--- config.mk ---
export PLATFORM = sky130hd
export DESIGN_NAME = regfile_read_sequencer
export DESIGN_NICKNAME = d
export VERILOG_FILES = /design/src/rtl/regfile_read_sequencer.sv
export SDC_FILE = /design/constraint.sdc
export NUM_CORES = 1
export LEC_CHECK = 0
export ABC_AREA = 1
export BUFFER_PORTS_ARGS = -buffer_cell sky130_fd_sc_hd__clkbuf_2
export CAP_MARGIN = 20
export CORE_MARGIN = 2
export CORE_UTILIZATION = 45
export CTS_CLUSTER_DIAMETER = 50
export DETAILED_ROUTE_END_ITERATION = 12
export PLACE_DENSITY = 0.75
export SLEW_MARGIN = 20
export SYNTH_ARGS = -nofsm -noshare
export SYNTH_HDL_FRONTEND = slang
export SYNTH_SLANG_ARGS = --single-unit
--- constraint.sdc ---
create_clock -name clock -period 2.6 [get_ports clock]
set_input_delay 0.39 -clock clock [delete_from_list [all_inputs] [get_ports clock]]
set_output_delay 0.39 -clock clock [all_outputs]
set_load 0.05 [all_outputs]
--- src/rtl/regfile_read_sequencer.sv ---
// Read-side sequencer for a bank of tristate registers sharing one 64-bit read bus.
// Accepts one request at a time, drives a one-hot read enable, waits the settle time, then returns the captured word.
module regfile_read_sequencer #(
    parameter int NUM_REGS      = 32,
    parameter int ADDR_W        = 5,
    parameter int SETTLE_CYCLES = 1
) (
    input  logic                clock,
    input  logic                reset,
    input  logic                req_valid,
    input  logic [ADDR_W-1:0]   req_addr,
    output logic                req_ready,
    output logic [NUM_REGS-1:0] read_sel,
    input  logic [63:0]         bus_data,
    output logic                rsp_valid,
    output logic [63:0]         rsp_data,
    output logic                rsp_err,
    input  logic                rsp_ready
);

    typedef enum logic [1:0] {
        IDLE  = 2'd0,
        DRIVE = 2'd1,
        RESP  = 2'd2
    } state_t;

    localparam logic [3:0]  SETTLE_LOAD = 4'(SETTLE_CYCLES - 1);
    localparam logic [31:0] NUM_REGS_W  = 32'(NUM_REGS);

    state_t                state_q, state_d;
    logic [NUM_REGS-1:0]   read_sel_q, read_sel_d;
    logic [3:0]            cnt_q, cnt_d;
    logic                  rsp_valid_q, rsp_valid_d;
    logic [63:0]           rsp_data_q, rsp_data_d;
    logic                  rsp_err_q, rsp_err_d;
    logic                  addr_ok_s;
    logic [NUM_REGS-1:0]   sel_onehot_s;

    // Ready is the only unregistered output; it must fall with reset, not one edge later.
    assign req_ready = (state_q == IDLE) && reset;

    assign read_sel  = read_sel_q;
    assign rsp_valid = rsp_valid_q;
    assign rsp_data  = rsp_data_q;
    assign rsp_err   = rsp_err_q;

    // Address range check and one-hot decode of the requested register
    always_comb begin
        addr_ok_s    = (32'(req_addr) < NUM_REGS_W);
        sel_onehot_s = '0;
        for (int i = 0; i < NUM_REGS; i++) begin
            sel_onehot_s[i] = (32'(req_addr) == 32'(i));
        end
    end

    // Next-state and next-output logic
    always_comb begin
        state_d     = state_q;
        read_sel_d  = read_sel_q;
        cnt_d       = cnt_q;
        rsp_valid_d = rsp_valid_q;
        rsp_data_d  = rsp_data_q;
        rsp_err_d   = rsp_err_q;
        case (state_q)
            IDLE: begin
                if (req_valid && req_ready) begin
                    if (addr_ok_s) begin
                        read_sel_d = sel_onehot_s;
                        cnt_d      = SETTLE_LOAD;
                        state_d    = DRIVE;
                    end else begin
                        // Nonexistent register: answer immediately, never touch the bus
                        read_sel_d  = '0;
                        rsp_err_d   = 1'b1;
                        rsp_data_d  = 64'd0;
                        rsp_valid_d = 1'b1;
                        state_d     = RESP;
                    end
                end else begin
                    state_d = IDLE;
                end
            end
            DRIVE: begin
                if (cnt_q != 4'd0) begin
                    cnt_d = cnt_q - 4'd1;
                end else begin
                    rsp_data_d  = bus_data;
                    rsp_err_d   = 1'b0;
                    rsp_valid_d = 1'b1;
                    read_sel_d  = '0;
                    state_d     = RESP;
                end
            end
            RESP: begin
                if (rsp_valid_q && rsp_ready) begin
                    rsp_valid_d = 1'b0;
                    state_d     = IDLE;
                end else begin
                    state_d = RESP;
                end
            end
            default: begin
                state_d     = IDLE;
                read_sel_d  = '0;
                rsp_valid_d = 1'b0;
                cnt_d       = 4'd0;
            end
        endcase
    end

    // State and output registers with synchronous active-low reset
    always_ff @(posedge clock) begin
        if (!reset) begin
            state_q     <= IDLE;
            read_sel_q  <= '0;
            cnt_q       <= 4'd0;
            rsp_valid_q <= 1'b0;
            rsp_data_q  <= 64'd0;
            rsp_err_q   <= 1'b0;
        end else begin
            state_q     <= state_d;
            read_sel_q  <= read_sel_d;
            cnt_q       <= cnt_d;
            rsp_valid_q <= rsp_valid_d;
            rsp_data_q  <= rsp_data_d;
            rsp_err_q   <= rsp_err_d;
        end
    end

endmodule

==> results summary <==
Setup repair after global routing left no endpoint under its margin. The post-synth net total came out at ~660. The post-synthesis simple-gate area fraction came out at 0.302. The sequential cell area fraction in the yosys report came out at 0.476. In this run the standard cell core region covers a little over 9000 um2.

The clock tree root buffer cell is sky130_fd_sc_hd__clkbuf_8. The post-synthesis adder-cell area fraction came out at 0.00289. The first global-routing pass estimated around 17,000 um of wire. In the routed layout, each cell is associated on average with a via count of roughly 4.8.

The die area came out at 10,400 um2. The chip height came out at approximately 100 um. The complex-gate fraction of the synthesized area came out at 0.122. The cell area after technology mapping came out at 4330 um2.

The number of cell rows is 35. The number of maximum-capacitance violations is 0. In the global route stage, met1 resource usage came out at 0.241. The remaining max-slew budget at the tightest pin came out at 0.454. In the global route stage, met2 resource usage came out at 0.343. Among all flip-flop cells after synthesis, the most frequent one is sky130_fd_sc_hd__dfxtp_1. The setup TNS is 0 ns. STA classifies the critical path startpoint as a flip-flop. The count of buffers from port buffering came out at 170. The initial antenna violation count is 1.

The fraction of layout cells with a size suffix above 1 is 0.295. The average instance area after synthesis is about 7.4 um2. The top cell type by total area after synthesis is sky130_fd_sc_hd__dfxtp_1. The buffers inserted during post-CTS setup optimization is 0. The clock tree from TritonCTS is yes. The final weighted congestion of routability-driven global placement is ~0.82. The count of flip-flops with a built-in enable after synthesis came out at 0. The multiplexer area fraction after synthesis is 0.

After synthesis, the largest family of logic cells by area is simple AND/OR/NAND/NOR gates. The post-synthesis instance total is roughly 600. The number of design rule violations left after detail routing is 0. In this run the horizontal extent of the chip is approximately 100 um.

The total inserted antenna cells came out at 0. The placement-stage worst setup slack is ~0.76 ns. The setup violation total in the final timing report came out at 0. The number of CTS-inserted buffers came out at 9. The total overflow reported by the global router is 0. STA classifies the critical path endpoint as a flip-flop. The fraction of synthesized cell area taken by the top area cell type came out at 0.476.

For this run, the total global-route usage over all layers was measured as 0.200. The average wire per cell in the routed design came out at 12.1 um. For the worst setup path, the data required time is slightly below 3 ns. The count of final max-slew check failures came to 0. The transition time at the pin with the least slew margin is between 0.8 and 0.9 ns. For met3 alone, demand over resource in global routing was 0.0513.

The leakage component of the power came out at around 2.5 nW. The total I/O pin count came out at 172. Buffers inserted to repair hold after CTS numbered 0. Yosys mapped the design onto 26 distinct sky130hd cell types. The final HPWL from detailed placement is between 7000 and 8000 um. Yosys attributes the largest share of cell area to sky130_fd_sc_hd__dfxtp_1 48%, sky130_fd_sc_hd__nor2_1 16%, sky130_fd_sc_hd__o21ai_0 7.6%.

For the worst setup path, the data arrival time is 2.17 ns. The number of iterations in the first detailed-routing pass is 5. For this block, the routed nets add up to around 11,000 um of wire. The post-synthesis async set-or-reset flop share is 0.

The global routing stage identified its most utilized layer as met2. The overall via count from detail_route came out at approximately 4,200. The total power density per cell area is 1080 nW/um2. After clock tree synthesis, the clock-pin slew on the worst setup and hold paths is between 0.1 and 0.15 ns. The most frequently used cell type in the post-synthesis netlist is sky130_fd_sc_hd__nor2_1. The number of global-route vias before repair was around 3,700. The highest clock rate is roughly 540 MHz. Once placement completed, the tool counted placed cells totaling around 850. The placement-stage cell area is a little over 5000 um2. The maximum number of pins on one net before global-route repair came out at 94. The clock latency of the later-clocked register in the worst-skew pair is between 0.3 and 0.4 ns. The remaining number of nets flagged by the antenna check after routing came out at 0. The final instance count without filler cells is roughly 870. After layout, the worst setup slack is ~0.73 ns. The flow ran to the end, and the final reports show no timing, DRC or antenna violations.

The count of cells resized by post-cts repair came out at 0. The critical setup path kind is reg -> reg. The total number of nets in the final design is around 810. The starting density of the core came out at 0.466. The post-route cell area is ~5300 um2.

The tree built by TritonCTS fans out to approximately 100 sinks. The worst hold path belongs to the class in -> reg. The final hold violation count is 0. The setup clock skew after layout is approximately 0.017 ns. The sum of internal, switching and leakage power came out at roughly 0.0057 W.

The synthesized design contains 103 register bits. The final clock period utilization by the worst path is 0.718. The maximum count of clock buffers along a single path came out at 2.

The largest fanout on the critical path is 42. The number of H-tree levels is 3. The commonest cells after synthesis are 188 x sky130_fd_sc_hd__nor2_1, 103 x sky130_fd_sc_hd__dfxtp_1, 85 x sky130_fd_sc_hd__nand2_1, 66 x sky130_fd_sc_hd__o21ai_0, 29 x sky130_fd_sc_hd__nand3_1.

The maximum vdd ir drop came out at slightly above 400 uV. The area growth from synthesis to layout is 22.2%. The area share of xor/xnor cells in the synthesized design is 0.

Yosys printed 0 warnings. The first routing iteration left around 170 violations. The shortest clock period the worst path allows after layout is 1.87 ns.
[where the power goes]
group          internal [W]  leakage, nW  total [W]  switching (W)
clock network      0.000486        0.105    0.00105       0.000569
registers           0.00191        0.844    0.00210       0.000181
logic              0.000617         1.59    0.00257        0.00195
[cell families after synthesis]
group	count (synthesis)
compound gates	98
fa+ha+maj	1
buf+inv	65
flops	103
other cells	1
simple gates	320
[placed cells by master (no fill, tap or decap), types with 4 or more instances in the layout]
master / synthesis / layout
sky130_fd_sc_hd__buf_4: 4 / 5
sky130_fd_sc_hd__o21ai_0: 66 / 66
sky130_fd_sc_hd__a21oi_1: 22 / 22
sky130_fd_sc_hd__clkbuf_8: 0 / 10
sky130_fd_sc_hd__nand3_1: 29 / 29
sky130_fd_sc_hd__dfxtp_1: 103 / 103
sky130_fd_sc_hd__a21oi_2: 10 / 10
sky130_fd_sc_hd__nor3_1: 5 / 5
sky130_fd_sc_hd__nand2_2: 4 / 4
sky130_fd_sc_hd__nand3_2: 4 / 4
sky130_fd_sc_hd__inv_1: 21 / 21
sky130_fd_sc_hd__nand2_1: 85 / 85
sky130_fd_sc_hd__clkbuf_2: 5 / 169
sky130_fd_sc_hd__nor2_1: 188 / 188
[metrics by stage]
step / util / hold WS, ns
5_1_grt: 0.570 / 0.270
2_1_floorplan: - / 0.452
4_1_cts: 0.570 / 0.255
3_3_place_gp: 0.547 / 0.449
3_5_place_dp: 0.547 / 0.463
6_report: 0.570 / 0.270
[cell type report]
cell class | instances | area (um2)
fill | 912 | 3990
inverter | 25 | 98.8
clock buffer | 10 | 138
tap | 129 | 161
clock inverter | 6 | 75.1
sequential | 103 | 2060
timing repair buffer | 175 | 903
multi-input combinational | 420 | 1850
[state kept, by name, indices dropped and copies added (netlist names)]
signal,flops
state_q,2
rsp_data,64
read_sel,32
cnt_q,4
rsp_valid,1
[critical path, cell delays in order, from the launching register on]
cell and delay [ns]:
sky130_fd_sc_hd__dfxtp_1 0.31, sky130_fd_sc_hd__inv_1 0.10, sky130_fd_sc_hd__ha_1 0.28, sky130_fd_sc_hd__nand2_2 0.10, sky130_fd_sc_hd__nand2_4 0.35, sky130_fd_sc_hd__nand2_1 0.34
sky130_fd_sc_hd__nand2_1 0.14, sky130_fd_sc_hd__nand2_1 0.06, sky130_fd_sc_hd__nor2_1 0.12
[path summary, 6_finish.rpt]
check | start | to | slack [ns] | cells after the start
min | bus_data[53] | rsp_data[53] | 0.27 | 3
min reg2reg | read_sel[12] | read_sel[12] | 0.48 | 2
max reg2reg | cnt_q[0] | read_sel[26] | 0.73 | 8
max | cnt_q[0] | read_sel[26] | 0.73 | 8
[layer usage]
layer | share of wire | up-vias
met4 | 0.017 | 2
met2 | 0.47 | 132
met1 | 0.44 | 1871
met3 | 0.069 | 16
met5 | 0.0012 | -
li1 | - | 2150
Power figures use the tool's default switching activity.
